==> config.mk <==
export PLATFORM = sky130hd
export DESIGN_NAME = rgb_tmds_encoder
export DESIGN_NICKNAME = d
export VERILOG_FILES = /design/src/rtl/rgb_tmds_encoder.sv
export SDC_FILE = /design/constraint.sdc
export NUM_CORES = 1
export LEC_CHECK = 0
export ABC_CLOCK_PERIOD_IN_PS = 5100
export BUFFER_PORTS_ARGS = -buffer_cell sky130_fd_sc_hd__buf_2
export CORE_MARGIN = 1
export CORE_UTILIZATION = 40
export CTS_BUF_LIST = sky130_fd_sc_hd__clkbuf_4
export DETAILED_ROUTE_END_ITERATION = 10
export PLACE_DENSITY = 0.65
export SLEW_MARGIN = 10
export SYNTH_ARGS = -nofsm -noshare
export SYNTH_HDL_FRONTEND = slang
export SYNTH_SLANG_ARGS = --single-unit
==> constraint.sdc <==
create_clock -name pixel_clk -period 5.1 [get_ports pixel_clk]
set_input_delay 0.51 -clock pixel_clk [delete_from_list [all_inputs] [get_ports pixel_clk]]
set_output_delay 0.51 -clock pixel_clk [all_outputs]
set_load 0.02 [all_outputs]
==> src/rtl/rgb_tmds_encoder.sv <==
// DVI 1.0 TMDS encoder: RGB888 plus HS/VS/DE become three 10-bit TMDS words.
// Each channel has two pipeline stages: the q_m transition-minimising stage, then the DC-balancing stage.

module tmds_channel (
    input  logic       pixel_clk,
    input  logic       rst_n,
    input  logic [7:0] i_data,
    input  logic       i_c0,
    input  logic       i_c1,
    input  logic       i_de,
    output logic [9:0] o_tmds
);

    logic [3:0]        w_n1;
    logic              w_xnor;
    logic [8:0]        w_qm;

    logic [8:0]        r_qm;
    logic              r_de;
    logic              r_c0;
    logic              r_c1;

    logic [3:0]        w_n1q;
    logic signed [4:0] w_diff;      // n1q - n0q, always even, -8..+8
    logic signed [4:0] w_qm8_x2;
    logic signed [4:0] w_nqm8_x2;
    logic signed [4:0] w_cnt_next;
    logic [9:0]        w_word;

    logic signed [4:0] r_cnt;
    logic [9:0]        r_word;

    // Stage 1: choose XOR or XNOR chaining so the word has fewer transitions.
    always_comb begin
        w_n1   = 4'($countones(i_data));
        w_xnor = (w_n1 > 4'd4) || ((w_n1 == 4'd4) && !i_data[0]);
        w_qm    = '0;
        w_qm[0] = i_data[0];
        for (int i = 1; i < 8; i++) begin
            w_qm[i] = w_xnor ? ~(w_qm[i-1] ^ i_data[i]) : (w_qm[i-1] ^ i_data[i]);
        end
        w_qm[8] = ~w_xnor;
    end

    // NOTE: state registers use non-blocking assignments so every flop samples pre-edge values.
    always_ff @(posedge pixel_clk or negedge rst_n) begin
        if (!rst_n) begin
            r_qm <= '0;
            r_de <= 1'b0;
            r_c0 <= 1'b0;
            r_c1 <= 1'b0;
        end else begin
            r_qm <= w_qm;
            r_de <= i_de;
            r_c0 <= i_c0;
            r_c1 <= i_c1;
        end
    end

    // Stage 2: invert or pass q_m[7:0] to steer the running disparity back toward zero.
    always_comb begin
        // NOTE: every combinational output gets a default first so no path can infer a latch.
        w_word     = '0;
        w_cnt_next = r_cnt;
        w_n1q      = 4'($countones(r_qm[7:0]));
        w_diff     = 5'({w_n1q, 1'b0}) - 5'sd8;
        w_qm8_x2   = {3'b000, r_qm[8], 1'b0};
        w_nqm8_x2  = {3'b000, ~r_qm[8], 1'b0};
        if (!r_de) begin
            case ({r_c1, r_c0})
                2'b00:   w_word = 10'b1101010100;
                2'b01:   w_word = 10'b0010101011;
                2'b10:   w_word = 10'b0101010100;
                default: w_word = 10'b1010101011;
            endcase
            w_cnt_next = '0;
        end else if ((r_cnt == 5'sd0) || (w_diff == 5'sd0)) begin
            w_word     = {~r_qm[8], r_qm[8], r_qm[8] ? r_qm[7:0] : ~r_qm[7:0]};
            w_cnt_next = r_qm[8] ? (r_cnt + w_diff) : (r_cnt - w_diff);
        end else if (r_cnt[4] == w_diff[4]) begin
            // Both non-zero with the same sign: the word would grow the imbalance.
            w_word     = {1'b1, r_qm[8], ~r_qm[7:0]};
            w_cnt_next = r_cnt + w_qm8_x2 - w_diff;
        end else begin
            w_word     = {1'b0, r_qm[8], r_qm[7:0]};
            w_cnt_next = r_cnt + w_diff - w_nqm8_x2;
        end
    end

    always_ff @(posedge pixel_clk or negedge rst_n) begin
        if (!rst_n) begin
            r_cnt  <= '0;
            r_word <= '0;
        end else begin
            r_cnt  <= w_cnt_next;
            r_word <= w_word;
        end
    end

    assign o_tmds = r_word;

endmodule

module rgb_tmds_encoder #(
    parameter bit INVERT_SYNC = 1'b0
) (
    input  logic        pixel_clk,
    input  logic        rst_n,
    input  logic        video_hs,
    input  logic        video_vs,
    input  logic        video_de,
    input  logic [23:0] video_rgb,
    output logic [9:0]  tmds_ch0,
    output logic [9:0]  tmds_ch1,
    output logic [9:0]  tmds_ch2
);

    logic w_hs;
    logic w_vs;

    assign w_hs = video_hs ^ INVERT_SYNC;
    assign w_vs = video_vs ^ INVERT_SYNC;

    tmds_channel u_ch0 (
        .pixel_clk (pixel_clk),
        .rst_n     (rst_n),
        .i_data    (video_rgb[7:0]),
        .i_c0      (w_hs),
        .i_c1      (w_vs),
        .i_de      (video_de),
        .o_tmds    (tmds_ch0)
    );

    tmds_channel u_ch1 (
        .pixel_clk (pixel_clk),
        .rst_n     (rst_n),
        .i_data    (video_rgb[15:8]),
        .i_c0      (1'b0),
        .i_c1      (1'b0),
        .i_de      (video_de),
        .o_tmds    (tmds_ch1)
    );

    tmds_channel u_ch2 (
        .pixel_clk (pixel_clk),
        .rst_n     (rst_n),
        .i_data    (video_rgb[23:16]),
        .i_c0      (1'b0),
        .i_c1      (1'b0),
        .i_de      (video_de),
        .o_tmds    (tmds_ch2)
    );

endmodule

==> summary.json, run 1 <==
{
  "io_buffers": 58,
  "detail-route-antenna-nets": 0,
  "grtUsageMet1_pct": 19.4,
  "synth_compound_area_share_pct": 7.33,
  "number_of_distinct_library_cells_after_synthesis": 30,
  "worst_setup_ep_type": "flip-flop",
  "maxSlewHeadroom_pct": 28.1,
  "share_of_cells_above_drive_strength_1_pct": 15.8,
  "r2r-start": "u_ch0.r_qm[6]",
  "numClockSinks": 72,
  "dieWidth_um": 118,
  "hpwl_um": 7760,
  "timing.final.setup_violations": 0,
  "yosys.area_share.adder_pct": 32.1,
  "post-route-drc-count": 0,
  "globalRouteTotalUtil_pct": 15.2,
  "stdcell_area_um2": 6010,
  "outcome": "finished, final reports clean",
  "synth_top_family_by_area": "adder cells",
  "regToRegSetupSlack_ns": 0.91,
  "tritoncts_buffer_count": 9,
  "synthToLayoutAreaGrowth_pct": 11.5,
  "yosys.area_share.simple_pct": 5.15,
  "synth_mux_area_share_pct": 2.37,
  "critPathLaunchType": "flip-flop",
  "post-route-period-util_pct": 82.2,
  "grt_setup_unrepaired": "no",
  "synth_nets": 620,
  "syn_std_cell_area_um2": 5390,
  "syn-mean-instance-area_um2": 11.3,
  "vias_per_cell": 4.67,
  "die_area_um2": 14000,
  "whs_ns": 0.167,
  "synth_sequential_area_ratio_pct": 33.4,
  "grt_start_max_net_pins": 73,
  "tritoncts": "done",
  "cts_hold_repair.buffers": 0,
  "worst-slew-pin-transition_ns": 1.08,
  "max-cap-violations": 0,
  "yosysWarnings": 0,
  "fillerInstances": 1240,
  "globalRoute.busiestLayer": "met2",
  "clock_latency_of_the_later_clocked_register_in_the_worst_skew_pair_ns": 0.44,
  "hold_path_startpoint": "video_de",
  "finalNetCount": 683,
  "cp.arrival_ns": 4.47,
  "syn-instance-count": 476,
  "globalRoute.totalOverflow": 0,
  "global_route.usage.met3_pct": 2.52,
  "design.portCount": 59,
  "worst-path-max-fanout": 9,
  "maxClockFrequency_mhz": 239,
  "detailedRoute.firstIterationViolations": 175,
  "synthTopCellsByArea": "dfrtp_1 33%, ha_1 18%, fa_1 14%",
  "route.final.wire_length_um": 9650,
  "worst_hold_path_type": "in -> reg",
  "period_needed_ns": 4.19,
  "floorplan.rows": 42,
  "critical_path_class": "reg -> reg",
  "xor_xnor_fraction_of_synth_area_pct": 14.1,
  "final.setup_skew_ns": 0.0104,
  "cp_data_required_time_ns": 5.38,
  "instance_count_along_the_most_critical_hold_path": 1,
  "dr_total_vias": 3369,
  "timing.reg2reg.worst_path_depth": 12,
  "cts-resized-gates": 0,
  "met2_routing_resource_usage_after_global_routing_pct": 25.7,
  "hold_viol_final": 0,
  "floorplan.initialDensity_pct": 40.9,
  "number_of_iterations_in_the_first_detailed_routing_pass": 4,
  "core_region_area_um2": 13200,
  "yosys.area.top_type_share_pct": 33.4,
  "avgRoutedWirePerCell_um": 13.4,
  "ctsLongestPathBuffers": 2,
  "post-synth-top-area-cell": "dfrtp_1",
  "placed_area_um2": 5890,
  "clockRootBuffer": "clkbuf_4",
  "gp_routability_congestion": 0.912,
  "final.setup.tns_ns": 0,
  "grt_first_pass_wirelength_um": 16900,
  "grt_antenna_before_repair": 1,
  "dieHeight_um": 118,
  "grt_pass1_vias": 3598,
  "yosys_register_bits": 72,
  "r2r-end": "u_ch0.o_tmds[4]",
  "clk_pin_slew_worst_paths_ns": 0.12,
  "clock_tree.htree_level_count": 3,
  "timing.hold.worst_endpoint": "u_ch0.r_de",
  "timing_max_transition_violations_final": 0,
  "cts.repair_timing.setup_buffer_count": 0
}
==> synthesized netlist by cell type (all sizes together) <==
cell type	count
a211oi	6
a21oi	12
a31oi	3
clkbuf	8
dfrtp	72
fa	39
ha	76
inv	72
mux2i	9
nand2	20
nand2b	2
nand3	6
nand4	3
nor2	20
nor3	2
nor3b	3
nor4	3
o211a	6
o211ai	3
o21ai	18
o21bai	6
o311ai	3
xnor2	57
xor2	27
==> worst max-delay path, cell delays in order (launching register included) <==
cell	delay, ns
dfrtp_1	0.43
ha_1	0.29
inv_1	0.05
fa_1	0.41
inv_1	0.09
fa_1	0.43
ha_1	0.22
fa_1	0.50
ha_1	0.31
xor2_1	0.67
mux2i_4	0.30
xnor2_1	0.22
o21ai_0	0.09
==> worst max-delay path by stage <==
stage	startpoint	end	slack, ns	depth (start not counted)
after floorplan	u_ch0.r_qm[6]	u_ch0.o_tmds[1]	1.35	12
after detailed placement	u_ch2.r_qm[4]	u_ch2.o_tmds[2]	0.92	10
after global placement	u_ch0.r_qm[6]	u_ch0.o_tmds[1]	0.96	12
after global routing	u_ch0.r_qm[6]	u_ch0.o_tmds[6]	0.65	12
final	u_ch0.r_qm[6]	u_ch0.o_tmds[4]	0.91	12
after CTS	u_ch2.r_qm[6]	u_ch2.o_tmds[2]	0.88	12
==> sequential cells by signal (all words and copies together), names as in the netlist, 9 cells and up <==
signal and flops:
u_ch0.o_tmds 10, u_ch0.r_qm 9, u_ch1.o_tmds 10, u_ch1.r_qm 9
u_ch2.o_tmds 10, u_ch2.r_qm 9
==> final cells by class <==
cell class	instances	area (µm²)	share of cell area (%)
Multi-Input combinational cell	324	3290	54.7
Timing Repair Buffer	60	305	5.08
Inverter	72	270	4.50
Clock buffer	10	75.1	1.25
Sequential cell	72	1800	30.0
Clock inverter	6	45.0	0.749
Antenna cell	1	2.50	0.0416
Tap cell	176	220	3.66
==> layer usage <==
metal | up-vias | wire [µm] | share of wire (%)
met2 | 45 | 4810 | 50
met1 | 1648 | 4440 | 46
met5 | - | 0 | 0
met4 | 0 | 137 | 1.4
li1 | 1665 | - | -
met3 | 11 | 255 | 2.6
==> cells by family (layout without fill, tap and decap cells) <==
| kind of cell | Yosys count | in the layout |
|---|---|---|
| AOI/OAI and AO/OA | 57 | 57 |
| xor gates and xnor gates | 84 | 84 |
| adders and majority gates | 115 | 115 |
| buffers and inverters | 80 | 148 |
| DFF | 72 | 72 |
| muxes | 9 | 9 |
| other | 0 | 1 |
| and+or+nand+nor | 59 | 59 |
==> cell usage in the layout (no fill, tap or decap), drive strengths merged, types with 6 or more instances in the layout <==
cell type / netlist / final
nand2: 20 / 20
o21bai: 6 / 6
fa: 39 / 39
mux2i: 9 / 9
xor2: 27 / 27
clkbuf: 8 / 10
a21oi: 12 / 12
ha: 76 / 76
o21ai: 18 / 18
inv: 72 / 73
o211a: 6 / 6
a211oi: 6 / 6
dfrtp: 72 / 72
buf: 0 / 60
nand3: 6 / 6
xnor2: 57 / 57
nor2: 20 / 20
==> stage by stage <==
step / utilization (%) / setup slack (ns) / std cells
2_1_floorplan: - / 1.35 / 476
3_3_place_gp: 44.6 / 0.964 / 704
3_5_place_dp: 44.6 / 0.924 / 704
4_1_cts: 45.6 / 0.884 / 720
5_1_grt: 45.6 / 0.654 / 721
6_report: 45.6 / 0.908 / 721
Power of run 1 is left out: the tool's default activity adds up to more than one toggle a clock period on the data nets, which glitch-free logic cannot reach.
==> run 2: changes to the inputs <==
--- a/config.mk
+++ b/config.mk
@@ -5,13 +5,13 @@
 export SDC_FILE = /design/constraint.sdc
 export NUM_CORES = 1
 export LEC_CHECK = 0
-export ABC_CLOCK_PERIOD_IN_PS = 5100
+export ABC_CLOCK_PERIOD_IN_PS = 3600
 export BUFFER_PORTS_ARGS = -buffer_cell sky130_fd_sc_hd__buf_2
 export CORE_MARGIN = 1
 export CORE_UTILIZATION = 40
 export CTS_BUF_LIST = sky130_fd_sc_hd__clkbuf_4
 export DETAILED_ROUTE_END_ITERATION = 10
-export PLACE_DENSITY = 0.65
+export PLACE_DENSITY = 0.67
 export SLEW_MARGIN = 10
 export SYNTH_ARGS = -nofsm -noshare
 export SYNTH_HDL_FRONTEND = slang
==> constraint.sdc (replaced) <==
create_clock -name pixel_clk -period 3.6 [get_ports pixel_clk]
set_input_delay 0.36 -clock pixel_clk [delete_from_list [all_inputs] [get_ports pixel_clk]]
set_output_delay 0.36 -clock pixel_clk [all_outputs]
set_load 0.02 [all_outputs]
==> run 2 against run 1 <==
The flow now finishes with violations (negative hold slack). Hold slack worse by 0.18 ns. Critical endpoint is now u_ch1.r_cnt[4]. Clock skew increased by 0.0034 ns. Clock-buffer cell count decreased by 1. Flip-flop and latch count unchanged. First-iteration DRC count fell by 42%.
==> summary.json, run 2 (same netlist as run 1, synthesis figures left out) <==
{
  "outcome": "complete, but fails checks",
  "violated_checks": "negative hold slack",
  "clock_tree.htree_level_count": 3,
  "clk_pin_slew_worst_paths_ns": 0.13,
  "post-route-drc-count": 0,
  "vias_per_cell": 4.68,
  "grt_setup_unrepaired": "yes",
  "grt_pass1_vias": 3937,
  "whs_ns": -0.0146,
  "numClockSinks": 72,
  "share_of_cells_above_drive_strength_1_pct": 30.0,
  "final_cell_mix": "72 x dfrtp_1, 65 x inv_1, 63 x ha_1",
  "grt_start_max_net_pins": 73,
  "amount_of_wire_on_met2_after_detailed_routing_um": 5530,
  "period_needed_ns": 3.60,
  "globalRoute.totalOverflow": 0,
  "max-cap-violations": 0,
  "hpwl_um": 8230,
  "final.setup.tns_ns": 0,
  "dieHeight_um": 118,
  "post-route-period-util_pct": 100,
  "finalNetCount": 742,
  "final.setup_skew_ns": 0.0139,
  "design.portCount": 59,
  "detail-route-antenna-nets": 0,
  "worst-path-max-fanout": 5,
  "worst-slew-pin-transition_ns": 0.909,
  "final_common_cell": "dfrtp_1",
  "route.layer.met1.wl_um": 4530,
  "cpPeakStageDelay_ns": 0.57,
  "worstPathCellList": "ha_1, fa_1, fa_1, ha_2, fa_2, buf_4, ha_4, nand2_1, o211a_1, a21oi_2, xor2_1, o311ai_1",
  "placed_area_um2": 6310,
  "critical-path-top-cell-by-count": "fa_1",
  "cp.arrival_ns": 3.97,
  "diodes": 0,
  "maxSlewHeadroom_pct": 39.4,
  "top_layer": "met4",
  "number_of_iterations_in_the_first_detailed_routing_pass": 4,
  "clockRootBuffer": "clkbuf_4",
  "dr_total_vias": 3648,
  "worst_setup_ep_type": "flip-flop",
  "avgRoutedWirePerCell_um": 13.6,
  "critPathLaunchType": "flip-flop",
  "hold_viol_final": 10,
  "core_region_area_um2": 13200,
  "worst_hold_path_type": "in -> async",
  "cp_data_required_time_ns": 3.97,
  "critical_path_class": "reg -> reg",
  "maxClockFrequency_mhz": 278,
  "dieWidth_um": 118,
  "die_area_um2": 14000,
  "timing.final.setup_violations": 0,
  "floorplan.initialDensity_pct": 40.9,
  "fin_util_pct": 50.9,
  "dr_wl_met3_um": 387,
  "tritoncts_buffer_count": 9,
  "stdcell_area_um2": 6720,
  "grt_antenna_before_repair": 0,
  "synthToLayoutAreaGrowth_pct": 24.5,
  "globalRouteTotalUtil_pct": 16.5,
  "path_buf_inv": 1,
  "tritoncts": "done",
  "detailedRoute.firstIterationViolations": 102,
  "clock_latency_of_the_later_clocked_register_in_the_worst_skew_pair_ns": 0.45,
  "gp_routability_congestion": 0.842,
  "io_buffers": 58,
  "crit_slowest_cell": "fa_1",
  "timing_max_transition_violations_final": 0,
  "floorplan.rows": 42,
  "cp_top_family": "adder cells",
  "route.final.wire_length_um": 10600,
  "ctsLongestPathBuffers": 2,
  "grt_first_pass_wirelength_um": 18000
}
run 2: cell count changes in the layout (fill, tap and decap cells not counted), sizes merged:
cell,delta
buf,+56
dlygate4sd3,+3
clkinv,+2
clkinvlp,-2
clkbuf,-1
diode,-1
bufinv,+1
run 2: cell type report:
cell class	instances	area (µm²)
inverters	72	270
repair buffers	119	811
clock buffers	9	67.6
well taps	176	220
flip-flops and latches	72	1800
fillers	1197	6470
multi-input cells	324	3470
clock inverters	7	71.3
run 2: per-stage QoR:
| step | hold WS (ns) | setup WS (ns) | instances |
|---|---|---|---|
| 6_report | -0.0146 | 0.000811 | 779 |
| 5_1_grt | 0.0186 | -0.112 | 779 |
| 4_1_cts | 0.0319 | 0.00237 | 773 |
| 3_5_place_dp | 0.469 | -0.120 | 750 |
| 3_3_place_gp | 0.469 | 0.0213 | 750 |
| 2_1_floorplan | 0.0644 | 0.00261 | 476 |
run 2: final timing paths:
path / start / to / slack (ns) / depth (start not counted)
min in group pixel_clk: video_rgb[8] / u_ch1.r_qm[0] / 0.04 / 1
setup / recovery: u_ch1.r_qm[4] / u_ch1.r_cnt[4] / 0.0008 / 12
hold / removal: rst_n / u_ch0.o_tmds[9] / -0.01 / 1
setup reg to reg: u_ch1.r_qm[4] / u_ch1.r_cnt[4] / 0.0008 / 12
max in group asynchronous: rst_n / u_ch1.r_qm[7] / 2.98 / 1
hold reg to reg: u_ch2.r_qm[2] / u_ch2.o_tmds[2] / 0.55 / 2
run 2: repair_timing:
item	CTS	global route
hold buffers	3	0
buffers inserted	5	6
endpoints found under the setup margin	19	37
resized for setup	17	28
pin swaps	13	30
endpoints found under the hold margin	3	0
run 2: layer usage:
layer / up-vias / GRT usage [%]
li1: 1774 / -
met1: 1795 / 19.6
met2: 63 / 29.5
met3: 16 / 3.00
met4: 0 / 6.01
met5: - / 0
Power of run 2 is left out for the same reason.
==> run 3: changes to the inputs <==
--- a/config.mk
+++ b/config.mk
@@ -5,13 +5,13 @@
 export SDC_FILE = /design/constraint.sdc
 export NUM_CORES = 1
 export LEC_CHECK = 0
-export ABC_CLOCK_PERIOD_IN_PS = 3600
+export ABC_CLOCK_PERIOD_IN_PS = 3500
 export BUFFER_PORTS_ARGS = -buffer_cell sky130_fd_sc_hd__buf_2
 export CORE_MARGIN = 1
 export CORE_UTILIZATION = 40
 export CTS_BUF_LIST = sky130_fd_sc_hd__clkbuf_4
 export DETAILED_ROUTE_END_ITERATION = 10
-export PLACE_DENSITY = 0.67
+export PLACE_DENSITY = 0.65
 export SLEW_MARGIN = 10
 export SYNTH_ARGS = -nofsm -noshare
 export SYNTH_HDL_FRONTEND = slang
==> constraint.sdc (replaced) <==
create_clock -name pixel_clk -period 3.5 [get_ports pixel_clk]
set_input_delay 0.35 -clock pixel_clk [delete_from_list [all_inputs] [get_ports pixel_clk]]
set_output_delay 0.35 -clock pixel_clk [all_outputs]
set_load 0.02 [all_outputs]
==> run 3 against run 2 <==
The flow finishes with violations (design-rule violations, negative setup slack). Utilization increased by 1.2 points. Critical path depth increased by 2. Final area increased by 2.3%. Sequential share of layout area decreased by 0.60 points. Clock-buffer cell count unchanged. Hold slack improved by 0.038 ns. Register-to-register slack got worse by 0.07 ns. Worst setup slack got worse by 0.066 ns. First-iteration DRC count increased by 14%. Non-clock buffer count decreased by 5.
==> summary.json, run 3 (same netlist as run 1, synthesis figures left out) <==
{
  "combined_area_of_the_multi_input_logic_cells_um2": 3670,
  "ctsLongestPathBuffers": 2,
  "timing.final.setup_violations": 16,
  "dieWidth_um": 118,
  "hold_viol_final": 0,
  "path_buf_inv": 4,
  "vias_per_cell": 4.70,
  "route.final.wire_length_um": 10800,
  "crit_slowest_cell": "fa_2",
  "grt_start_max_net_pins": 73,
  "die_area_um2": 14000,
  "clk_pin_slew_worst_paths_ns": 0.12,
  "worst_hold_path_type": "in -> async",
  "share_of_cells_above_drive_strength_1_pct": 32.4,
  "cp_data_required_time_ns": 3.81,
  "post-route-period-util_pct": 102,
  "critical_path_class": "reg -> reg",
  "grt_pass1_vias": 3924,
  "clock_latency_of_the_later_clocked_register_in_the_worst_skew_pair_ns": 0.42,
  "numClockSinks": 72,
  "worstPathCellList": "ha_4, inv_2, fa_2, inv_2, fa_1, ha_2, fa_2, buf_6, ha_4, xor2_4, mux2i_4, clkbuf_16, xnor2_4, nand2_1",
  "worst_setup_ep_type": "flip-flop",
  "tritoncts_buffer_count": 9,
  "floorplan.initialDensity_pct": 40.9,
  "design.portCount": 59,
  "io_buffers": 58,
  "globalRoute.totalOverflow": 0,
  "violated_checks": "design-rule violations, negative setup slack",
  "detail-route-antenna-nets": 0,
  "maxClockFrequency_mhz": 281,
  "finalNetCount": 737,
  "grt_setup_unrepaired": "yes",
  "synthToLayoutAreaGrowth_pct": 27.4,
  "tritoncts": "done",
  "cp_top_family": "adder cells",
  "detailedRoute.firstIterationViolations": 116,
  "max-cap-violations": 0,
  "dieHeight_um": 118,
  "number_of_iterations_in_the_first_detailed_routing_pass": 7,
  "maxSlewHeadroom_pct": 41.3,
  "cts_hold_repair.buffers": 0,
  "clock_tree.htree_level_count": 3,
  "clockRootBuffer": "clkbuf_4",
  "fillerInstances": 1125,
  "placed_cells": 751,
  "outcome": "complete, but fails checks",
  "timing_max_transition_violations_final": 0,
  "post-route-drc-count": 2,
  "gp_routability_congestion": 0.851,
  "globalRouteTotalUtil_pct": 16.8,
  "worst-slew-pin-transition_ns": 0.881,
  "cp.arrival_ns": 3.87,
  "final-instance-count-excl-fill": 773,
  "floorplan.rows": 42,
  "grt_first_pass_wirelength_um": 18400,
  "final_common_cell": "dfrtp_1",
  "worst-path-max-fanout": 4,
  "final_critical_path_setup_slack_ns": -0.0647,
  "final.setup_skew_ns": 0.00994,
  "cpPeakStageDelay_ns": 0.59,
  "core_region_area_um2": 13200,
  "final_cell_mix": "72 x dfrtp_1, 63 x inv_1, 61 x ha_1",
  "hpwl_um": 8400,
  "avgRoutedWirePerCell_um": 14.0,
  "critPathLaunchType": "flip-flop",
  "period_needed_ns": 3.56,
  "seqCellArea_um2": 1800,
  "grt_antenna_before_repair": 1,
  "dr_total_vias": 3636
}
==> run 3: cell types whose count changed in the layout (fill, tap and decap cells not counted), sizes merged <==
cell / before / now
buf: 116 / 113
clkbuf: 9 / 10
clkinv: 5 / 3
clkinvlp: 0 / 1
diode: 0 / 1
dlygate4sd3: 3 / 0
inv: 73 / 72
==> run 3: final timing paths <==
kind / from / cells past startpoint / end / slack [ns]
worst max-delay path: u_ch1.r_qm[3] / 14 / u_ch1.o_tmds[6] / -0.06
worst min-delay path: rst_n / 1 / u_ch2.r_cnt[2] / 0.02
worst max register to register: u_ch1.r_qm[3] / 14 / u_ch1.o_tmds[6] / -0.06
worst min register to register: u_ch2.r_qm[0] / 2 / u_ch2.o_tmds[0] / 0.56
max in group asynchronous: rst_n / 1 / u_ch2.o_tmds[9] / 2.88
min in group pixel_clk: video_de / 1 / u_ch0.r_de / 0.03
==> run 3: per-stage QoR <==
stage | setup TNS, ns | area (µm²) | hold slack, ns | setup WS, ns | utilization, %
final | -0.465 | 6870 | 0.0236 | -0.0647 | 52.1
after global routing | -4.24 | 6870 | 0.00243 | -0.205 | 52.1
after CTS | -0.158 | 6660 | 0.00143 | -0.0547 | 50.5
after detailed placement | -1.87 | 6370 | 0.462 | -0.225 | 48.3
after global placement | -0.494 | 6370 | 0.459 | -0.154 | 48.3
after floorplan | -0.674 | 5490 | 0.0544 | -0.0472 | -
==> run 3: timing repair <==
action / 4_1_cts / 5_1_grt
endpoints found under the setup margin: 36 / 39
setup buffers: 4 / 2
gates resized for setup: 31 / 28
gates cloned: 0 / 1
pin swaps: 30 / 23
==> run 3: layout make-up <==
cell class              instances  share of cell area [%]
diodes                          1                  0.0364
clock buffers                   9                   0.984
clock inverters                 5                   0.729
inverters                      72                    3.93
multi-input cells             324                    53.4
flip-flops and latches         72                    26.2
well taps                     176                    3.21
repair buffers                114                    11.5
==> run 3: metal layers <==
metal	share of wire (%)	vias up	track usage [%]
met5	0	-	0
met4	2.0	0	5.53
met3	2.0	17	2.52
met2	53	46	30.0
met1	43	1805	20.6
li1	-	1768	-
Power of run 3 is left out for the same reason.
